## config.mk

```make
export PLATFORM = sky130hd
export DESIGN_NAME = m_scroll_disp
export DESIGN_NICKNAME = d
export VERILOG_FILES = /design/src/rtl/disp_pkg.sv /design/src/rtl/m_msg_rom.sv /design/src/rtl/m_scroll_disp.sv
export SDC_FILE = /design/constraint.sdc
export NUM_CORES = 1
export LEC_CHECK = 0
export BUFFER_PORTS_ARGS = -buffer_cell sky130_fd_sc_hd__buf_4
export CAP_MARGIN = 15
export CELL_PAD_IN_SITES_DETAIL_PLACEMENT = 1
export CELL_PAD_IN_SITES_GLOBAL_PLACEMENT = 2
export CORE_ASPECT_RATIO = 0.7
export CORE_UTILIZATION = 35
export DETAILED_ROUTE_END_ITERATION = 7
export PLACE_DENSITY = 0.78
export SKIP_CTS_REPAIR_TIMING = 1
export SLEW_MARGIN = 0
export SYNTH_ARGS = -nofsm -noshare
export SYNTH_HDL_FRONTEND = slang
export SYNTH_HIERARCHICAL = 1
export SYNTH_SLANG_ARGS = --single-unit
export TNS_END_PERCENT = 50
```

## constraint.sdc

```tcl
create_clock -name clk -period 2.27 [get_ports clk]
set_input_delay 0.227 -clock clk [delete_from_list [all_inputs] [get_ports clk]]
set_output_delay 0.227 -clock clk [all_outputs]
set_load 0.1 [all_outputs]
```

## src/rtl/disp_pkg.sv

```systemverilog
// Segment patterns and message contents shared by the scrolling display driver.
// Patterns are active-low: bit7 = dp, bits6..0 = g..a.
package disp_pkg;

  localparam logic [7:0] SEG_H     = 8'h89;
  localparam logic [7:0] SEG_E     = 8'h86;
  localparam logic [7:0] SEG_L     = 8'hC7;
  localparam logic [7:0] SEG_O     = 8'hC0;
  localparam logic [7:0] SEG_G     = 8'hC2;
  localparam logic [7:0] SEG_D     = 8'hA1;
  localparam logic [7:0] SEG_B     = 8'h83;
  localparam logic [7:0] SEG_Y     = 8'h91;
  localparam logic [7:0] SEG_BLANK = 8'hFF;

  localparam int N_TABLE_MSG = 2;

  // Each message is an 8-character phrase stored twice, so addresses fold modulo 8.
  function automatic logic [7:0] msg_char(input int unsigned m, input int unsigned a);
    logic [7:0] c;
    c = SEG_BLANK;
    case (m)
      32'd0: begin
        case (a & 32'd7)
          32'd0:   c = SEG_H;
          32'd1:   c = SEG_E;
          32'd2:   c = SEG_L;
          32'd3:   c = SEG_L;
          32'd4:   c = SEG_O;
          default: c = SEG_BLANK;
        endcase
      end
      32'd1: begin
        case (a & 32'd7)
          32'd0:   c = SEG_G;
          32'd1:   c = SEG_O;
          32'd2:   c = SEG_O;
          32'd3:   c = SEG_D;
          32'd4:   c = SEG_B;
          32'd5:   c = SEG_Y;
          32'd6:   c = SEG_E;
          default: c = SEG_BLANK;
        endcase
      end
      default: c = SEG_BLANK;
    endcase
    return c;
  endfunction

endpackage

```

## src/rtl/m_msg_rom.sv

```systemverilog
// Combinational message ROM: (message index, character address) -> segment pattern.
module m_msg_rom
  import disp_pkg::*;
#(
  parameter int N_MSG = 2,
  parameter int MSW   = 1,
  parameter int AW    = 4
) (
  input  logic [MSW-1:0] msg,
  input  logic [AW-1:0]  addr,
  output logic [7:0]     seg
);

  // Indices beyond the built message count or the stored table read blank.
  always_comb begin
    seg = SEG_BLANK;
    if ((32'(msg) < N_MSG) && (32'(msg) < N_TABLE_MSG)) begin
      seg = msg_char(32'(msg), 32'(addr));
    end else begin
      seg = SEG_BLANK;
    end
  end

endmodule

```

## src/rtl/m_scroll_disp.sv

```systemverilog
// Scrolling-text driver for a multiplexed common-anode 7-segment display:
// scroll step counter, message load, digit multiplexing and registered pin outputs.
module m_scroll_disp
  import disp_pkg::*;
#(
  parameter int N_MSG    = 2,
  parameter int MSG_LEN  = 16,
  parameter int N_DIGITS = 4,
  parameter int STEP_DIV = 50_000_000,
  parameter int MUX_DIV  = 50_000,
  localparam int MSW     = (N_MSG > 1) ? $clog2(N_MSG) : 1,
  localparam int AW      = (MSG_LEN > 1) ? $clog2(MSG_LEN) : 1
) (
  input  logic                clk,
  input  logic                rst_n,
  input  logic [MSW-1:0]      msg_sel,
  input  logic                run,
  input  logic                dir,
  output logic [7:0]          seg,
  output logic [N_DIGITS-1:0] an,
  output logic [AW-1:0]       pos,
  output logic                step
);

  localparam int SCW = $clog2(STEP_DIV);
  localparam int MCW = (MUX_DIV > 1) ? $clog2(MUX_DIV) : 1;
  localparam int DW  = (N_DIGITS > 1) ? $clog2(N_DIGITS) : 1;

  logic [MSW-1:0]      cur_msg_r;
  logic [AW-1:0]       pos_r;
  logic [SCW-1:0]      step_cnt_r;
  logic [MCW-1:0]      mux_cnt_r;
  logic [DW-1:0]       dig_r;
  logic [7:0]          seg_r;
  logic [N_DIGITS-1:0] an_r;
  logic                step_r;

  logic [AW-1:0]       rom_addr_s;
  logic [7:0]          rom_seg_s;
  logic [N_DIGITS-1:0] an_s;
  logic [AW-1:0]       pos_next_s;
  logic                step_tick_s;
  logic                mux_wrap_s;

  // Next-state decode for the counters and the addressed character.
  always_comb begin
    rom_addr_s  = pos_r + AW'(dig_r);
    an_s        = ~(N_DIGITS'(1'b1) << dig_r);
    step_tick_s = run && (step_cnt_r == SCW'(STEP_DIV - 1));
    mux_wrap_s  = (mux_cnt_r == MCW'(MUX_DIV - 1));
    if (dir) begin
      pos_next_s = pos_r - AW'(1'b1);
    end else begin
      pos_next_s = pos_r + AW'(1'b1);
    end
  end

  m_msg_rom #(
    .N_MSG (N_MSG),
    .MSW   (MSW),
    .AW    (AW)
  ) u_rom (
    .msg  (cur_msg_r),
    .addr (rom_addr_s),
    .seg  (rom_seg_s)
  );

  // Counters, message load and the registered display/step outputs.
  always_ff @(posedge clk) begin
    if (!rst_n) begin
      cur_msg_r  <= '0;
      pos_r      <= '0;
      step_cnt_r <= '0;
      mux_cnt_r  <= '0;
      dig_r      <= '0;
      seg_r      <= SEG_BLANK;
      an_r       <= '1;
      step_r     <= 1'b0;
    end else begin
      seg_r <= rom_seg_s;
      an_r  <= an_s;

      if (mux_wrap_s) begin
        mux_cnt_r <= '0;
        if (dig_r == DW'(N_DIGITS - 1)) begin
          dig_r <= '0;
        end else begin
          dig_r <= dig_r + DW'(1'b1);
        end
      end else begin
        mux_cnt_r <= mux_cnt_r + MCW'(1'b1);
      end

      // A message change swallows any step tick in the same cycle.
      if (msg_sel != cur_msg_r) begin
        cur_msg_r  <= msg_sel;
        pos_r      <= '0;
        step_cnt_r <= '0;
        step_r     <= 1'b0;
      end else if (step_tick_s) begin
        step_cnt_r <= '0;
        pos_r      <= pos_next_s;
        step_r     <= 1'b1;
      end else if (run) begin
        step_cnt_r <= step_cnt_r + SCW'(1'b1);
        step_r     <= 1'b0;
      end else begin
        step_r     <= 1'b0;
      end
    end
  end

  assign seg  = seg_r;
  assign an   = an_r;
  assign pos  = pos_r;
  assign step = step_r;

endmodule
```

### After elaboration in Yosys (flattened, before gate mapping)

Cells that the tools add are included.

| storage, ports and cells | value |
|---|---|
| word-level logic and storage cells | 41 |
| output and inout bits | 17 |
| input port bits | 5 |
| bits in registers | 62 |

| operators by class | value |
|---|---|
| shift-type cells | 1 |
| bitwise logic cells | 3 |
| equality and inequality tests | 10 |
| $add $sub $neg | 6 |
| reductions and logical operators | 7 |
| multiplexer cells | 6 |

Operator list:

| kind | count |
|---|---|
| $pmux W7 S6 | 1 |
| $logic_not A32 Y1 | 1 |
| $pmux W7 S4 | 1 |
| $add A26 B1 Y26 const B | 1 |
| $eq A26 B26 Y1 const B | 1 |
| $add A16 B1 Y16 const B | 1 |
| $eq A16 B16 Y1 const B | 1 |
| $pmux W8 S2 | 1 |
| $eq A3 B3 Y1 const B | 3 |
| $reduce_or A2 Y1 | 4 |
| $eq A3 B2 Y1 const B | 2 |
| $add A4 B1 Y4 const B | 1 |
| $mux W4 | 1 |
| $not A4 Y4 | 1 |
| $shl A1 B2 Y4 const A | 1 |
| $sub A4 B1 Y4 const B | 1 |
| $add A3 B2 Y3 | 1 |
| $eq A3 B1 Y1 const B | 1 |
| $reduce_or A3 Y1 | 1 |
| $add A2 B1 Y2 const B | 1 |
| $eq A2 B2 Y1 const B | 1 |
| $mux W2 | 1 |
| $not A1 Y1 | 2 |
| $logic_and A1 B1 Y1 | 1 |
| 2 further kinds | 2 |

### Longest topological paths before layout

Gate-level depths: netlist (run 1).

| depth | value |
|---|---|
| word-level depth | 5 |
| depth in mapped cells | 7 |
| gate-level depth less buffers | 7 |

### Modules after synthesis

The synthesis (run 1) kept the hierarchy.

Modules (own cells, without submodules):

| module | seq. area each (µm²) | area an instance (µm²) | cells an instance | instances |
|---|---|---|---|---|
| m_scroll_disp | 1241.2 | 2834.0 | 315 | 1 |
| m_msg_rom | 0.0 | 191.4 | 31 | 1 |

### Least setup slack after synthesis (run 1)

Ideal clock, no wire load.

| timing path | value |
|---|---|
| kind | register to register |
| start point | reg pos_r[0], in the netlist pos[0] |
| end point | reg seg_r[6], in the netlist seg[6] |
| data required time | 2.153 ns |
| slack | -0.214 ns |
| period minus slack after synthesis | 2.484 ns |
| library setup time | 0.117 ns |
| arrival | 2.367 ns |
| stages on the path, launching flop included | 7 |
| cell sequence | dfxtp_1 -> ha_1 -> fa_1 -> xor2_1 -> nor2b_1 -> o311a_1 -> nand2b_1 |

| on the way | value |
|---|---|
| word-level cells in the longest chain between the ends | 5 |
| elaborated cells on any way between the ends | 13 |
| classes of those cells | 1 x add/sub; 6 x eq/ne; 3 x mux; 3 x reduce/logical |

RTL lines:

| element | RTL line | RTL |
|---|---|---|
| start: declaration | m_scroll_disp.sv:30 | `logic [AW-1:0] pos_r;` |
| start signal: assignment | m_scroll_disp.sv:102 | `pos_r <= pos_next_s;` |
| $add A3 B2 Y3 (*) | m_scroll_disp.sv:47 | `rom_addr_s = pos_r + AW'(dig_r);` |
| net rom_addr_s[2] | m_scroll_disp.sv:38 | `logic [AW-1:0] rom_addr_s;` |
| $eq A3 B1 Y1 / $eq A3 B2 Y1 (equally long branches) | disp_pkg.sv:23, disp_pkg.sv:33 |  |
| $reduce_or A2 Y1 (no line) | -- |  |
| $pmux W7 S6 / $pmux W7 S4 (equally long branches) | disp_pkg.sv:33, disp_pkg.sv:23 |  |
| $pmux W8 S2 (*) | disp_pkg.sv:21 | `case (m)` |
| net rom_seg_s[6] | m_scroll_disp.sv:39 | `logic [7:0] rom_seg_s;` |
| end signal: assignment | m_scroll_disp.sv:80 | `seg_r <= rom_seg_s;` |
| end: declaration | m_scroll_disp.sv:34 | `logic [7:0] seg_r;` |

The timed path passes the listed nets; every way through them passes the cells marked *. The select of a mux whose other input is x is not followed.
A chain may end at the register's enable or synchronous reset.

### Final worst setup path (run 1)

| timing path | value |
|---|---|
| start point | reg step_cnt_r[0] |
| end point | reg pos_r[1], in the netlist pos[1] |

| on the way | value |
|---|---|
| word-level cells in the longest chain between the ends | 2 |

RTL lines:

| element | RTL line | RTL |
|---|---|---|
| start: declaration | m_scroll_disp.sv:31 | `logic [SCW-1:0] step_cnt_r;` |
| start signal: assignment | m_scroll_disp.sv:105 | `step_cnt_r <= step_cnt_r + SCW'(1'b1);` |
| $eq A26 B26 Y1 | m_scroll_disp.sv:49 | `step_tick_s = run && (step_cnt_r == SCW'(STEP_DIV - 1));` |
| $logic_and A1 B1 Y1 | m_scroll_disp.sv:49 |  |

No other way between the ends.

==> results.md, run 1 <==
Status:
- The flow ran to the end, and the final reports show no timing, DRC or antenna violations.

Die:
- The initial utilization of the core area, before any placement, comes to 0.371.
- The number of top-level pins is 22.
- The core region is 0.00807 mm².
- The initialized floorplan defines 27 standard-cell rows.
- The chip width is 113 µm.
- The die is 79.4 µm tall.
- The total die area is 0.00893 mm².

Place:
- At the end of routability-driven placement, the weighted congestion stood at 0.761.
- During placement, the flow inserted port buffers numbering 21.
- The minimum setup slack after placement is 0.0722 ns.
- Detailed placement ended at an HPWL of 5.26 mm.
- The placed instances occupy a cell area of 0.00328 mm².
- In this run, placement finished with an instance count of 455.

Global route:
- The pin count of the biggest net entering global routing is 27.
- The first-pass GRT wire length is 12.4 mm.
- The total congestion overflow is 0.
- The number of antenna violations at the first check in global routing is 0.
- The total routing resource utilization after global routing is 0.178.
- The number of global-route vias before repair is 2496.

Timing:
- After routing, the total negative slack on setup checks comes to 0 ns.
- Setup slack closes at 0.136 ns.
- Subtracting the final worst setup slack from the clock period gives 2.13 ns.
- The number of pins with negative max-slew slack in the final report came to 0.
- Derived from the worst setup path, the maximum achievable clock frequency is 469 MHz.
- Hold is met by 0.141 ns.
- Setup violations remaining at the end of the flow were counted as 0.
- The final count of hold timing violations is 0.
- Setup repair after global routing left no endpoint under its margin.
- The worst clock skew on the final layout is 0.00290 ns.
- Of the available clock period, the critical path in the final layout requires 0.940.

Power:
- The share of total power dissipated in sequential elements is 0.423.
- Cell internal power was estimated by the tool at 2.05 mW.
- The power density over the cells is 735 mW/mm².
- Of the total power, the share spent switching nets is 0.223.
- The static power due to leakage is 1.31 nW.
- The combinational fraction of design power is 0.057.
- The proportion of power drawn by the clock network is 0.519.
- For this design the total switching power over the nets is 0.587 mW.
- The largest vdd supply drop is 436 µV.

Logic synthesis:
- The count of synthesis-stage warnings from yosys is 6.
- After synthesis the cells add up to 0.00299 mm².
- After synthesis, the mean cell area works out to 8.75 µm².
- The number of nets handed over by synthesis was 358.
- Counting every instance in the synthesized netlist gives 342.

Layout:
- The total number of nets in the final design is 381.
- Excluding fillers, the count of instances in the completed layout stands at 471.
- 0 antenna diodes ended up in the layout.
- The final cell area excluding filler cells is 0.00359 mm².
- In the layout the commonest cells are 60 x sky130_fd_sc_hd__dfxtp_1, 33 x sky130_fd_sc_hd__buf_4, 32 x sky130_fd_sc_hd__nor2_1.
- The proportion of layout cells with a drive suffix above 1 is 0.159.
- Compared with the post-synthesis result, the final layout area differs by 19.9%.
- The most common cell after layout, fill and taps aside is sky130_fd_sc_hd__dfxtp_1.

CTS:
- The clock-pin slew of the registers on the worst-case setup and hold paths is 0.05 ns.
- The clock drives 62 sinks.
- The maximum level of the CTS H-tree is 3.
- The tree is rooted in a sky130_fd_sc_hd__clkbuf_16.
- The TritonCTS clock tree is built.
- The clock latency at the later pin of the worst-skew pair is 0.32 ns.
- The worst-case clock buffer depth is 2.
- The number of clock buffers added by TritonCTS is 9.

Critical path:
- The sum of buffers and inverters on the critical path is 0.
- For the worst setup path, the data arrival time is 2.37 ns.
- The worst path required time is 2.51 ns.
- The maximum net fanout on the critical path is 8.
- The critical path goes through ha_1 -> nand4_2 -> or4_1 -> or3_1 -> a21oi_1.
- On the critical path, the stage with the largest delay is an instance of sky130_fd_sc_hd__or4_1.
- The critical path start-end classification is register to register.
- Across all register-to-register paths, the minimum setup slack is 0.14 ns.
- On the worst path, the slowest cell contributes a delay of 0.70 ns.
- The type of origin of the critical path is a register.
- The category of the worst setup path capture point is a register.
- The kind of cell adding the most delay to the critical path is simple AND/OR/NAND/NOR gates.

Route:
- In the routed design, unresolved DRC markers number 0.
- The detailed-routing iteration count for the pre-antenna-repair pass is 4.
- The total wire length is 7.37 mm.
- The via density per instance is 5.34.
- After detailed routing, the average wire length per cell comes to 15.7 µm.
- The final route contains 2516 vias.
- After the first detailed-routing iteration, the DRC count stood at 130.
- The remaining antenna violation count after routing is 0.

Flow run:
- The number of max-capacitance violations reported is 0.

Hold path:
- The tightest min-delay check is of the input port to register type.
[flip-flops by register name, summed over array words and instances (netlist names)]
register / cells
an: 4
dig_r: 2
step_cnt_r: 26
mux_cnt_r: 16
step: 1
seg: 8
pos: 4
cur_msg_r: 1
[final cells by class]
| type | instances | area, µm² |
|---|---|---|
| fillers | 966 | 4490 |
| multi-input cells | 250 | 1620 |
| flip-flops and latches | 62 | 1240 |
| repair buffers | 34 | 268 |
| clock buffers | 12 | 256 |
| well taps | 101 | 126 |
| clock inverters | 4 | 45.0 |
| inverters | 8 | 30.0 |
[metrics by stage]
| stage | power (mW) | utilization |
|---|---|---|
| final | 2.64 | 0.444 |
| after global routing | 2.75 | 0.444 |
| after CTS | 2.68 | 0.444 |
| after detailed placement | 1.29 | 0.407 |
| after global placement | 1.29 | 0.407 |
| after floorplan | 1.25 | - |
[layer usage]
layer,track usage,wire length (µm),vias to the layer above
met2,0.264,3050,33
met5,0,0,-
li1,-,-,1262
met1,0.252,3990,1215
met4,0.0520,53,0
met3,0.0463,275,6
[power by group through the flow]
stage / clock, mW / combinational (mW) / sequential, mW
final: 1.37 / 0.150 / 1.12
after global routing: 1.47 / 0.162 / 1.12
after CTS: 1.41 / 0.153 / 1.12
after detailed placement: 0 / 0.151 / 1.14
after global placement: 0 / 0.149 / 1.14
after floorplan: 0 / 0.0521 / 1.20
[worst reg2reg max path, stage by stage, from the launching register on]
cell and delay [ns]:
sky130_fd_sc_hd__dfxtp_1 0.39, sky130_fd_sc_hd__ha_1 0.22, sky130_fd_sc_hd__nand4_2 0.18, sky130_fd_sc_hd__or4_1 0.70
sky130_fd_sc_hd__or3_1 0.40, sky130_fd_sc_hd__a21oi_1 0.17
[final timing paths]
path / startpoint / to / cells past startpoint
min: msg_sel / cur_msg_r$_SDFFE_PN0P_ / 2
max reg2reg: step_cnt_r[0]$_SDFFE_PP0P_ / pos[1]$_SDFFE_PP0P_ / 5
min reg2reg: mux_cnt_r[0]$_SDFF_PP0_ / mux_cnt_r[0]$_SDFF_PP0_ / 1
max: step_cnt_r[0]$_SDFFE_PP0P_ / pos[1]$_SDFFE_PP0P_ / 5
No activity file was read; power rests on OpenSTA's default activity.
==> run 2: changes to the inputs <==
CELL_PAD_IN_SITES_DETAIL_PLACEMENT = not set   (was 1)
CELL_PAD_IN_SITES_GLOBAL_PLACEMENT = not set   (was 2)
PLACE_DENSITY = 0.54   (was 0.78)
RECOVER_POWER = 50   (was not set)
==> results.md, run 2 (synthesis gave the netlist of run 1 again) <==
Layout:
- The proportion of layout cells with a drive suffix above 1 is 0.0981.
- More flip-flops sit in one register than any other, and that register is step_cnt_r.
- The register with the most flip-flops in the layout has 26 of them.
- After the flow finishes, the layout carries non-filler instances totaling 468.
- The total number of nets in the final design is 379.
- After filler insertion, the fill cell instance count of the layout stands at 810.
- Leaving out fill and tap cells, the most frequent cell in the layout is sky130_fd_sc_hd__dfxtp_1.
- Leaving out fill and tap cells, the most frequent cells in the layout are 60 x sky130_fd_sc_hd__dfxtp_1, 32 x sky130_fd_sc_hd__nor2_1, 24 x sky130_fd_sc_hd__nand2_1.
- The number of diodes is 0.
- The post-synthesis to final-layout area growth is 17.6%.
- With fillers left out, the area of the finished cells amounts to 0.00352 mm².

Place:
- The number of port buffers is 21.
- The number of placed instances, taps included, is 453.
- Routability-driven placement finished with a final weighted congestion of 0.808.
- Once placement finished, the instance area stood at 0.00327 mm².
- The HPWL after detailed placement is 4.72 mm.

CTS:
- Clock tree synthesis selected as its root buffer the cell sky130_fd_sc_hd__clkbuf_16.
- The H-tree was split into 3 levels.
- The number of clock buffers added by TritonCTS is 9.
- The later pin in the worst-skew pair is clocked with a latency of 0.33 ns.
- Clock-pin slew was measured on the worst setup and hold paths at 0.05 ns.
- TritonCTS built the clock tree.
- Counting along the longest clock path gives a buffer depth of 2.
- The clock net in this run drives a total of 62 sinks.

Critical path:
- The category of the worst setup path capture point is a register.
- In this run the worst path has a maximum fanout of 8.
- For this run, the slowest stage of the critical path takes 0.63 ns.
- In this design, the largest share of critical-path delay is due to simple AND/OR/NAND/NOR gates.
- The critical path contains buffers and inverters numbering 0 combined.
- The reg-to-reg setup timing slack is 0.14 ns.
- The slowest stage of the critical path is the sky130_fd_sc_hd__or4_4 cell.
- The signal on the critical path passes through ha_1 -> nand4_2 -> or4_4 -> or4_1 -> a21oi_1.
- The reg-to-reg critical path endpoint is step_cnt_r[22]$_SDFFE_PP0P_.
- The setup path with the least slack is of type register to register.
- For the worst setup path, the data required time is 2.53 ns.
- Tracing the worst setup path back leads to its startpoint at step_cnt_r[0]$_SDFFE_PP0P_.
- STA puts the critical path data arrival time at 2.39 ns.
- The worst register-to-register path begins at step_cnt_r[0]$_SDFFE_PP0P_.
- The worst setup path is launched from a register.
- The worst register-to-register path has a depth of 5.

Power:
- For this design the ratio of total power to cell area is 776 mW/mm².
- The static power due to leakage is 1.22 nW.
- IR analysis of the VDD net gives a maximum drop of 368 µV.

Timing:
- The number of pins with negative max-slew slack in the final report is 0.
- The actual transition at the worst max-transition pin is 1.18 ns.
- For the final routed database, the setup TNS stands at 0 ns.
- The number of failing setup endpoints in the final timing report is 0.
- In this run the tightest slew margin relative to its limit is 0.220.
- Based on the critical path, the design can be clocked at up to 469 MHz.
- The part of the cycle the worst path needs is 0.938.
- The final count of hold timing violations is 0.
- Setup repair after global routing left no endpoint under its margin.
- Clock skew on the completed layout was measured at 0.00453 ns.
- For the finished layout, the period the worst path requires is 2.13 ns.

Die:
- The floorplan step defined a die boundary enclosing 0.00893 mm².
- The vertical die dimension is 79.4 µm.
- The chip width is 113 µm.
- In this run the count of I/O pins placed on the die edge is 22.
- The cell row count is 27.
- The core outline area is 0.00807 mm².
- The initial cell density of the core is 0.371.

Global route:
- Across every metal layer, demand over resource in global routing totals 0.158.
- Entering global routing, the biggest net connects 27 pins.
- The first global-routing pass estimated 10.8 mm of wire.
- The number of global-route vias before repair came to 2218.
- The total overflow left after global routing is 0.
- The number of antenna violations at the first check in global routing is 0.

Hold path:
- The origin of the worst min-delay path is msg_sel.
- The tightest min-delay check is of the input port to register type.
- The worst hold path was traced through 2 stages.
- The worst hold path terminates at cur_msg_r$_SDFFE_PN0P_.

Route:
- Detailed routing inserted a total of 2465 vias.
- The post-route DRC violation count is 0.
- Wire segments on met3 add up to 286 µm in the final route.
- The violation count after the first detailed-route iteration is 162.
- Wire segments on met2 add up to 2.42 mm in the final route.
- The routed design has 6.54 mm of wire.
- The via density per instance is 5.27.
- In this run the top signal layer used is met4.
- Once detail routing completed, the nets flagged for antenna violations numbered 0.
- The routed length per instance is 14.0 µm.
- The sum of routed wire segments on met1 is 3.76 mm.
- The detailed-routing iteration count for the pre-antenna-repair pass is 5.

Status:
- The run finished with clean final reports.

Flow run:
- The number of max-capacitance violations reported is 0.
## run 2: cell count changes in the layout (fill, tap and decap cells not counted)
cell,previous run,this run
sky130_fd_sc_hd__clkinvlp_4,0,1
sky130_fd_sc_hd__clkinv_2,3,0
sky130_fd_sc_hd__bufinv_16,1,2
sky130_fd_sc_hd__buf_4,33,11
sky130_fd_sc_hd__clkbuf_1,1,21
## run 2: final cells by class
| type | instances | area [µm²] | area share |
|---|---|---|---|
| Multi-Input combinational cell | 250 | 1620 | 0.460 |
| Clock buffer | 12 | 256 | 0.0728 |
| Timing Repair Buffer | 32 | 178 | 0.0505 |
| Tap cell | 101 | 126 | 0.0359 |
| Sequential cell | 62 | 1240 | 0.353 |
| Clock inverter | 3 | 67.6 | 0.0192 |
| Inverter | 8 | 30.0 | 0.00853 |
## run 2: worst max-delay path by stage
| stage | endpoint | slack [ns] | cells after the start |
|---|---|---|---|
| 2_1_floorplan | pos[3]$_SDFFE_PP0P_ | 0.12 | 5 |
| 3_3_place_gp | step_cnt_r[22]$_SDFFE_PP0P_ | 0.14 | 5 |
| 3_5_place_dp | step_cnt_r[22]$_SDFFE_PP0P_ | 0.07 | 5 |
| 4_1_cts | step_cnt_r[22]$_SDFFE_PP0P_ | 0.06 | 5 |
| 5_1_grt | step_cnt_r[22]$_SDFFE_PP0P_ | 0.03 | 5 |
| 6_report | step_cnt_r[22]$_SDFFE_PP0P_ | 0.14 | 5 |
## run 2: power breakdown
group / switching, mW / leakage, nW / internal, mW
Combinational: 0.110 / 0.565 / 0.0321
Clock: 0.461 / 0.155 / 1.01
Sequential: 0.0108 / 0.504 / 1.11
## run 2: layer usage
metal	track usage	vias up
met5	0	-
met1	0.236	1144
met3	0.0486	8
met4	0.0667	0
li1	-	1252
met2	0.202	61
## run 2: metrics by stage
| stage | setup WS (ns) | power [mW] | hold slack, ns | utilization |
|---|---|---|---|---|
| after floorplan | 0.116 | 1.25 | 0.300 | - |
| after global placement | 0.142 | 1.29 | 0.447 | 0.405 |
| after detailed placement | 0.0715 | 1.29 | 0.456 | 0.405 |
| after CTS | 0.0564 | 2.78 | 0.108 | 0.445 |
| after global routing | 0.0340 | 2.81 | 0.130 | 0.436 |
| final | 0.140 | 2.73 | 0.119 | 0.436 |
